--- src/rtl/fetch_stage_if.sv ---
// Fetch-stage bus bundle: instruction-memory read port, downstream stall,
// execute-stage redirect and the registered fetch/execute outputs.
//   master  : the fetch stage (drives imem_req/addr and out_*)
//   slave   : the environment (imem, execute stage, pipeline register)
// Optional macro FETCH_MISALIGN_CHECK_EN adds out_misaligned.
interface fetch_stage_if #(
  parameter int unsigned data_width = 32
);
  logic                  imem_req;
  logic [data_width-1:0] imem_addr;
  logic [data_width-1:0] imem_rdata;
  logic                  stall_i;
  logic                  redirect_valid;
  logic [data_width-1:0] redirect_pc;
  logic                  out_valid;
  logic [data_width-1:0] out_pc;
  logic [data_width-1:0] out_instr;
`ifdef FETCH_MISALIGN_CHECK_EN
  logic                  out_misaligned;
`endif

  modport master (
    output imem_req, imem_addr, out_valid, out_pc, out_instr,
`ifdef FETCH_MISALIGN_CHECK_EN
    output out_misaligned,
`endif
    input  imem_rdata, stall_i, redirect_valid, redirect_pc
  );

  modport slave (
    input  imem_req, imem_addr, out_valid, out_pc, out_instr,
`ifdef FETCH_MISALIGN_CHECK_EN
    input  out_misaligned,
`endif
    output imem_rdata, stall_i, redirect_valid, redirect_pc
  );
endinterface

--- src/rtl/fetch_stage.sv ---
// Instruction-fetch stage of a 3-stage RV32I pipeline.
// Holds the PC, issues word reads to a 1-cycle-latency synchronous imem,
// presents {pc, instr, valid} through registered outputs, absorbs downstream
// stalls with a 1-entry skid buffer and flushes on branch/jump redirects.
// Ports:
//   clock    : rising-edge clock
//   reset    : synchronous, active-high reset
//   fetch_io : fetch_stage_if.master (imem port, stall, redirect, outputs)
// Optional macro FETCH_MISALIGN_CHECK_EN: a misaligned redirect target traps
// (one out_misaligned=1 output, then idle until an aligned redirect/reset).
// Without it, redirect target bits [1:0] are silently cleared.
module fetch_stage #(
  parameter int unsigned           data_width = 32,
  parameter logic [data_width-1:0] RESET_PC   = '0,
  parameter logic [data_width-1:0] NOP_INSTR  = data_width'(32'h0000_0013)
) (
  input logic             clock,
  input logic             reset,
  fetch_stage_if.master   fetch_io
);

  logic [data_width-1:0] pc_d, pc_q;
  logic [data_width-1:0] req_pc_d, req_pc_q;
  logic                  inflight_d, inflight_q;
  logic                  skid_valid_d, skid_valid_q;
  logic [data_width-1:0] skid_pc_d, skid_pc_q;
  logic [data_width-1:0] skid_instr_d, skid_instr_q;
  logic                  out_valid_d, out_valid_q;
  logic [data_width-1:0] out_pc_d, out_pc_q;
  logic [data_width-1:0] out_instr_d, out_instr_q;

  logic hold;
  logic issue;
  logic trap_block;

`ifdef FETCH_MISALIGN_CHECK_EN
  typedef enum logic [1:0] {StRun, StTrapPend, StTrapped} state_e;
  state_e                state_d, state_q;
  logic [data_width-1:0] trap_pc_d, trap_pc_q;
  logic                  out_mis_d, out_mis_q;
  assign trap_block = (state_q != StRun);
  assign fetch_io.out_misaligned = out_mis_q;
`else
  assign trap_block = 1'b0;
`endif

  // A stall only matters when there is a live instruction to hold.
  assign hold  = fetch_io.stall_i && out_valid_q;
  // With a hold pending, a new read is only safe if the skid slot is free
  // and nothing is already in flight to fill it.
  assign issue = !reset && !fetch_io.redirect_valid && !trap_block &&
                 !(hold && (skid_valid_q || inflight_q));

  assign fetch_io.imem_req  = issue;
  assign fetch_io.imem_addr = pc_q;
  assign fetch_io.out_valid = out_valid_q;
  assign fetch_io.out_pc    = out_pc_q;
  assign fetch_io.out_instr = out_instr_q;

  always_comb begin
    pc_d         = pc_q;
    req_pc_d     = req_pc_q;
    inflight_d   = inflight_q;
    skid_valid_d = skid_valid_q;
    skid_pc_d    = skid_pc_q;
    skid_instr_d = skid_instr_q;
    out_valid_d  = out_valid_q;
    out_pc_d     = out_pc_q;
    out_instr_d  = out_instr_q;
`ifdef FETCH_MISALIGN_CHECK_EN
    state_d      = state_q;
    trap_pc_d    = trap_pc_q;
    out_mis_d    = out_mis_q;
`endif

    if (fetch_io.redirect_valid) begin
      // Flush: drop output, skid contents and any returning read.
      out_valid_d  = 1'b0;
      out_instr_d  = NOP_INSTR;
      skid_valid_d = 1'b0;
      inflight_d   = 1'b0;
      pc_d         = fetch_io.redirect_pc & ~data_width'(3);
`ifdef FETCH_MISALIGN_CHECK_EN
      out_mis_d = 1'b0;
      if (fetch_io.redirect_pc[1:0] != 2'b00) begin
        state_d   = StTrapPend;
        trap_pc_d = fetch_io.redirect_pc;
      end else begin
        state_d = StRun;
      end
`endif
    end else begin
      inflight_d = issue;
      if (issue) begin
        req_pc_d = pc_q;
        pc_d     = pc_q + data_width'(4);
      end

      if (hold) begin
        if (inflight_q) begin
          skid_valid_d = 1'b1;
          skid_pc_d    = req_pc_q;
          skid_instr_d = fetch_io.imem_rdata;
        end
      end else if (skid_valid_q) begin
        out_valid_d  = 1'b1;
        out_pc_d     = skid_pc_q;
        out_instr_d  = skid_instr_q;
        skid_valid_d = 1'b0;
`ifdef FETCH_MISALIGN_CHECK_EN
        out_mis_d    = 1'b0;
`endif
      end else if (inflight_q) begin
        out_valid_d = 1'b1;
        out_pc_d    = req_pc_q;
        out_instr_d = fetch_io.imem_rdata;
`ifdef FETCH_MISALIGN_CHECK_EN
        out_mis_d   = 1'b0;
      end else if (state_q == StTrapPend) begin
        out_valid_d = 1'b1;
        out_pc_d    = trap_pc_q;
        out_instr_d = NOP_INSTR;
        out_mis_d   = 1'b1;
        state_d     = StTrapped;
`endif
      end else begin
        out_valid_d = 1'b0;
        out_instr_d = NOP_INSTR;
`ifdef FETCH_MISALIGN_CHECK_EN
        out_mis_d   = 1'b0;
`endif
      end
    end
  end

  always_ff @(posedge clock) begin
    if (reset) begin
      pc_q         <= RESET_PC;
      req_pc_q     <= '0;
      inflight_q   <= 1'b0;
      skid_valid_q <= 1'b0;
      skid_pc_q    <= '0;
      skid_instr_q <= NOP_INSTR;
      out_valid_q  <= 1'b0;
      out_pc_q     <= '0;
      out_instr_q  <= NOP_INSTR;
`ifdef FETCH_MISALIGN_CHECK_EN
      state_q      <= StRun;
      trap_pc_q    <= '0;
      out_mis_q    <= 1'b0;
`endif
    end else begin
      pc_q         <= pc_d;
      req_pc_q     <= req_pc_d;
      inflight_q   <= inflight_d;
      skid_valid_q <= skid_valid_d;
      skid_pc_q    <= skid_pc_d;
      skid_instr_q <= skid_instr_d;
      out_valid_q  <= out_valid_d;
      out_pc_q     <= out_pc_d;
      out_instr_q  <= out_instr_d;
`ifdef FETCH_MISALIGN_CHECK_EN
      state_q      <= state_d;
      trap_pc_q    <= trap_pc_d;
      out_mis_q    <= out_mis_d;
`endif
    end
  end

  // A full skid plus an in-flight read under hold would lose data.
  a_no_overflow: assert property (@(posedge clock) disable iff (reset)
    !(skid_valid_q && inflight_q && hold));

endmodule
--- src/flat_wrapper.sv ---
// flat-port wrapper written by rule: the top's interface ports become plain ports
module fetch_stage_flat 
#(
  parameter int unsigned           data_width = 32,
  parameter logic [data_width-1:0] RESET_PC   = '0,
  parameter logic [data_width-1:0] NOP_INSTR  = data_width'(32'h0000_0013)
)
  (clock, reset, fetch_io_imem_req, fetch_io_imem_addr, fetch_io_out_valid, fetch_io_out_pc, fetch_io_out_instr, fetch_io_imem_rdata, fetch_io_stall_i, fetch_io_redirect_valid, fetch_io_redirect_pc);
  fetch_stage_if #(.data_width(data_width)) fetch_io_i ();
  input logic clock;
  input logic reset;
  output wire logic [$bits(fetch_io_i.imem_req)-1:0] fetch_io_imem_req;
  output wire logic [$bits(fetch_io_i.imem_addr)-1:0] fetch_io_imem_addr;
  output wire logic [$bits(fetch_io_i.out_valid)-1:0] fetch_io_out_valid;
  output wire logic [$bits(fetch_io_i.out_pc)-1:0] fetch_io_out_pc;
  output wire logic [$bits(fetch_io_i.out_instr)-1:0] fetch_io_out_instr;
  input wire logic [$bits(fetch_io_i.imem_rdata)-1:0] fetch_io_imem_rdata;
  input wire logic [$bits(fetch_io_i.stall_i)-1:0] fetch_io_stall_i;
  input wire logic [$bits(fetch_io_i.redirect_valid)-1:0] fetch_io_redirect_valid;
  input wire logic [$bits(fetch_io_i.redirect_pc)-1:0] fetch_io_redirect_pc;
  assign fetch_io_imem_req = fetch_io_i.imem_req;
  assign fetch_io_imem_addr = fetch_io_i.imem_addr;
  assign fetch_io_out_valid = fetch_io_i.out_valid;
  assign fetch_io_out_pc = fetch_io_i.out_pc;
  assign fetch_io_out_instr = fetch_io_i.out_instr;
  assign fetch_io_i.imem_rdata = fetch_io_imem_rdata;
  assign fetch_io_i.stall_i = fetch_io_stall_i;
  assign fetch_io_i.redirect_valid = fetch_io_redirect_valid;
  assign fetch_io_i.redirect_pc = fetch_io_redirect_pc;
  fetch_stage #(.data_width(data_width), .RESET_PC(RESET_PC), .NOP_INSTR(NOP_INSTR)) u_core (.clock(clock), .reset(reset), .fetch_io(fetch_io_i));
endmodule
--- config.mk ---
export PLATFORM = sky130hd
export DESIGN_NAME = fetch_stage_flat
export DESIGN_NICKNAME = d
export VERILOG_FILES = /design/src/rtl/fetch_stage_if.sv /design/src/rtl/fetch_stage.sv /design/src/flat_wrapper.sv
export SDC_FILE = /design/constraint.sdc
export NUM_CORES = 1
export LEC_CHECK = 0
export CORE_MARGIN = 2
export CORE_UTILIZATION = 55
export DETAILED_ROUTE_END_ITERATION = 10
export GPL_TIMING_DRIVEN = 0
export PLACE_DENSITY = 0.86
export SLEW_MARGIN = 0
export SYNTH_ARGS = -nofsm -noshare
export SYNTH_HDL_FRONTEND = slang
export SYNTH_SLANG_ARGS = --single-unit
--- constraint.sdc ---
create_clock -name clock -period 2.8 [get_ports clock]
set_input_delay 0.56 -clock clock [delete_from_list [all_inputs] [get_ports clock]]
set_output_delay 0.56 -clock clock [all_outputs]
set_load 0.05 [all_outputs]
### After elaboration in Yosys (flattened, before gate mapping)

Index checks and enable logic that the tools add are counted.

* $add $sub $neg: 1
* muxes and demuxes: 8
* bitwise gates (word level): 2
* reductions and logical operators: 15

Operators with widths (number)
* $mux W32: 6
* $add A32 B3 Y32 const B: 1
* $reduce_and A3 Y1: 2
* $logic_and A1 B1 Y1: 4
* $reduce_bool A2 Y1: 2
* $logic_not A1 Y1: 3
* $reduce_or A3 Y1: 1
* $mux W1: 2
* $not A1 Y1: 2
* $reduce_and A2 Y1: 1
* $reduce_or A2 Y1: 1
* $logic_or A1 B1 Y1: 1

* flip-flop bits (word level): 195
* bits of input ports: 68
* output and inout bits: 98
* word-level logic and storage cells: 36

### Logic depth before layout (Yosys ltp)

* depth in word-level cells: 6
* gate-level depth with buffers: 8

### Worst setup path after synthesis

Ideal clock, no wire load.

* path kind: input -> output
* start point: input fetch_io_redirect_valid
* end point: output fetch_io_imem_req
* data arrival time: 1.785 ns
* data required time: 2.240 ns
* setup slack: 0.455 ns
* stages: 5
* path buffers: 2
* path through: buf_2 -> nor2_1 -> nand2_1 -> clkinv_1 -> clkbuf_1

* word-level cells in the longest chain between the ends: 3

RTL lines
* start, declared: RTL line flat_wrapper.sv:19 `input wire logic [$bits(fetch_io_i.redirect_valid)-1:0] fetch_io_redirect_valid;`
* $logic_not A1 Y1: RTL line fetch_stage.sv:51 `assign issue = !reset && !fetch_io.redirect_valid && !trap_block &&`
* $logic_and A1 B1 Y1 (2 in a row): RTL line fetch_stage.sv:51
* end, declared: RTL line flat_wrapper.sv:12 `output wire logic [$bits(fetch_io_i.imem_req)-1:0] fetch_io_imem_req;`

Every way passes these cells.

### Final worst setup path

* start point: input fetch_io_stall_i
* end point: output fetch_io_imem_req

* word-level cells in the longest chain between the ends: 4

RTL lines
* start, declared: RTL line flat_wrapper.sv:18 `input wire logic [$bits(fetch_io_i.stall_i)-1:0] fetch_io_stall_i;`
* $logic_and A1 B1 Y1: RTL line fetch_stage.sv:48 `assign hold = fetch_io.stall_i && out_valid_q;`
* $logic_and A1 B1 Y1: RTL line fetch_stage.sv:52 `!(hold && (skid_valid_q || inflight_q));`
* $logic_not A1 Y1: RTL line fetch_stage.sv:52
* $logic_and A1 B1 Y1: RTL line fetch_stage.sv:51

Every way passes these cells.

==> results.py <==
metrics = {
    "setup_path": {
        "r2r_end": "u_core.fetch_io.imem_addr[18]",
        "reg2reg_depth": 5,
        "slowest_delay_ps": 560,
        "r2r_slack_ps": 620,
        "crit_type": "input port to output port",
        "end_kind": "output port",
        "cp.required_ps": 2240,
        "path_cells": "clkdlybuf4s50_1, o211ai_4, nand2_1, clkinv_2, clkdlybuf4s15_2",
        "arrival_ps": 2160,
        "r2r-start": "u_core.fetch_io.imem_addr[2]",
        "startpoint_type": "input port",
        "crit_slowest_cell": "clkdlybuf4s50_1",
        "critical_path_buf_inv_count": 3,
        "critPathTopFamily": "buffers and inverters",
        "path_max_fanout": 16,
    },
    "place": {
        "io_buffers": 158,
        "place_ws_ps": -776,
        "dpl_cell_area_um2": 9550,
        "place_congestion": 0.910,
        "detailed_place_hpwl_um": 15900,
        "post-place-cells": 1275,
    },
    "sta": {
        "report.final.setup_viol": 0,
        "setup_slack_ps": 75.6,
        "hold_violations": 0,
        "slew_viol_final": 0,
        "period_share": 0.973,
        "fin_skew_ps": 7.24,
        "fin_crit_ps": 2720,
        "worst_slew_pin_slew_ps": 747,
        "slew_headroom": 0.502,
        "hold_ws_ps": 454,
        "fin_tns_setup_ps": 0,
        "rsz0062_at_grt": "false",
        "fmax_mhz": 367,
    },
    "synth": {
        "ys.flop_type": "dfxtp_1",
        "synth_area_um2": 7730,
        "syn_avg_cell_area_um2": 8.27,
        "synth_edf_count": 0,
        "synth_cells": 934,
        "synth-seq-cells": 187,
        "ys.warnings.count": 0,
        "yosys.area.top_type": "dfxtp_1",
        "async_flop_share": 0,
        "ys_top_cells_by_area": "dfxtp_1 48%, nand2_1 10%, a21oi_1 5.1%",
        "yosys.cell_types.count": 49,
        "yosysSeqAreaShare": 0.484,
        "synth_top_area_share": 0.484,
    },
    "job": {
        "cap_violations": 0,
    },
    "routing": {
        "drc": 0,
        "wl_um": 22300,
        "first_iter_violations": 760,
        "wire_per_inst_um": 17.1,
        "dr.pass1.iters": 5,
        "postRouteAntennaNets": 0,
        "viasPerCell": 5.92,
        "via_count": 7730,
    },
    "cts": {
        "cts_buffers": 17,
        "cts_tree": "yes",
        "h-tree-depth": 4,
        "cts_buffer_depth": 2,
        "numClockSinks": 187,
        "cts-root-buf": "clkbuf_16",
        "clk_pin_slew_worst_paths_ps": 60,
        "clock_latency_ps": 430,
    },
    "grt": {
        "grt_pass1_wl_um": 35700,
        "first_global_vias": 7096,
        "grt_remaining_overflow": 0,
        "grt_max_degree": 17,
        "antenna_found_initial": 0,
        "grt.total_usage": 0.303,
    },
    "die": {
        "die_x_um": 123,
        "die_h_um": 123,
        "io_pins": 166,
        "start_util": 0.559,
        "coreArea_um2": 13800,
        "row_count": 43,
        "die-area_um2": 15000,
    },
    "pwr": {
        "swShare": 0.257,
        "p_seq_frac": 0.470,
        "power_leakage_nw": 3.49,
        "intPower_mw": 4.48,
        "powerDensity_nw_per_um2": 594,
        "peakVddDrop_v": 0.000412,
        "clock_power_share": 0.402,
        "pwr-share-comb": 0.127,
        "p_total_mw": 6.02,
        "power.switching_mw": 1.55,
    },
    "final_layout": {
        "stdcell_count": 1305,
        "final_area_um2": 10100,
        "layout-drive-gt1-share": 0.0480,
        "final_nets": 1182,
        "diodes": 0,
        "area_delta_synth_final_pct": 31.3,
        "finish.utilization": 0.734,
    },
    "status": {
        "outcome": "complete, no violations",
    },
    "hold_path": {
        "min_from": "u_core.skid_pc_q[5]",
        "hold-path-endpoint": "u_core.skid_pc_q[5]",
        "hp-class": "flip-flop to flip-flop",
        "hold_depth": 2,
    },
}
==> cells in the final DEF, fill, tap and decap left out, types with 17 or more instances in the layout <==
master / synthesis / final
dfxtp_1: 187 / 187
clkbuf_1: 65 / 67
a21oi_1: 78 / 78
a221oi_1: 29 / 29
nand2_1: 206 / 206
nor3_1: 38 / 38
nor2_1: 78 / 77
clkdlybuf4s50_1: 0 / 157
a211oi_1: 35 / 35
clkbuf_16: 0 / 17
nand3_1: 41 / 41
mux2i_1: 31 / 31
==> what timing repair did <==
action | 4_1_cts | 5_1_grt
hold buffers | 0 | 0
hold endpoints to repair | 0 | 0
setup endpoints to repair | 1 | 1
resized for setup | 4 | 1
setup buffers | 0 | 0
gates cloned | 0 | 0
==> power by group through the flow <==
stage	registers [mW]	clock network [mW]	logic (mW)
finish	2.83	2.42	0.765
global route	2.84	2.55	0.807
CTS	2.83	2.43	0.759
detailed placement	2.89	0	0.755
global placement	2.88	0	0.748
floorplan	3.07	0	0.246
==> cell type report <==
cell class | instances | area, um2
fill | 1046 | 3680
sequential | 187 | 3740
multi-input combinational | 656 | 3600
clock inverter | 5 | 81.3
timing repair buffer | 158 | 1580
buffer | 81 | 344
tap | 180 | 225
inverter | 12 | 46.3
clock buffer | 26 | 519
==> registers in the layout (all words and copies together) (netlist names) <==
signal and cells:
u_core.fetch_io.out_pc 30, u_core.inflight_q 1, u_core.fetch_io.out_instr 32, u_core.skid_valid_q 1, u_core.req_pc_q 30, u_core.skid_pc_q 30
u_core.fetch_io.imem_addr 30, u_core.skid_instr_q 32, u_core.fetch_io.out_valid 1
==> cell usage after synthesis, drive strengths merged (10+ instances only) <==
cell,n
a211oi,35
a21oi,78
a221oi,29
a31oi,10
buf,17
clkbuf,65
dfxtp,187
inv,10
mux2i,31
nand2,206
nand3,41
nand4,13
nor2,78
nor3,39
==> worst max path at each step <==
stage	cells past startpoint	from	slack (ps)	end
final	5	fetch_io_stall_i	80	fetch_io_imem_req
after detailed placement	6	reset	-780	fetch_io_imem_req
after floorplan	5	fetch_io_redirect_valid	450	fetch_io_imem_req
after CTS	5	reset	7	fetch_io_imem_req
after global routing	5	fetch_io_stall_i	0.6	fetch_io_imem_req
after global placement	6	reset	-780	fetch_io_imem_req
==> metal layers <==
metal	share of wire	vias to the layer above	wire (um)	GRT usage
li1	-	3676	-	-
met1	0.43	3568	9500	0.414
met2	0.46	412	10200	0.472
met3	0.089	74	1980	0.0599
met4	0.030	0	667	0.122
met5	0	-	0	0
==> logic make-up after synthesis <==
group,share of synthesized area
AO/OA/AOI/OAI,0.177
AND/OR/NAND/NOR,0.244
adder cells (fa/ha/maj),0.00162
other,0.000485
buffers and inverters,0.0508
multiplexers,0.0402
XOR/XNOR,0.00227
flip-flops,0.484
==> worst min-delay path, stage by stage (launching register included) <==
cell and delay, ps:
dfxtp_1 310, nand2_1 50, a21oi_1 50
Power figures use the tool's default switching activity.
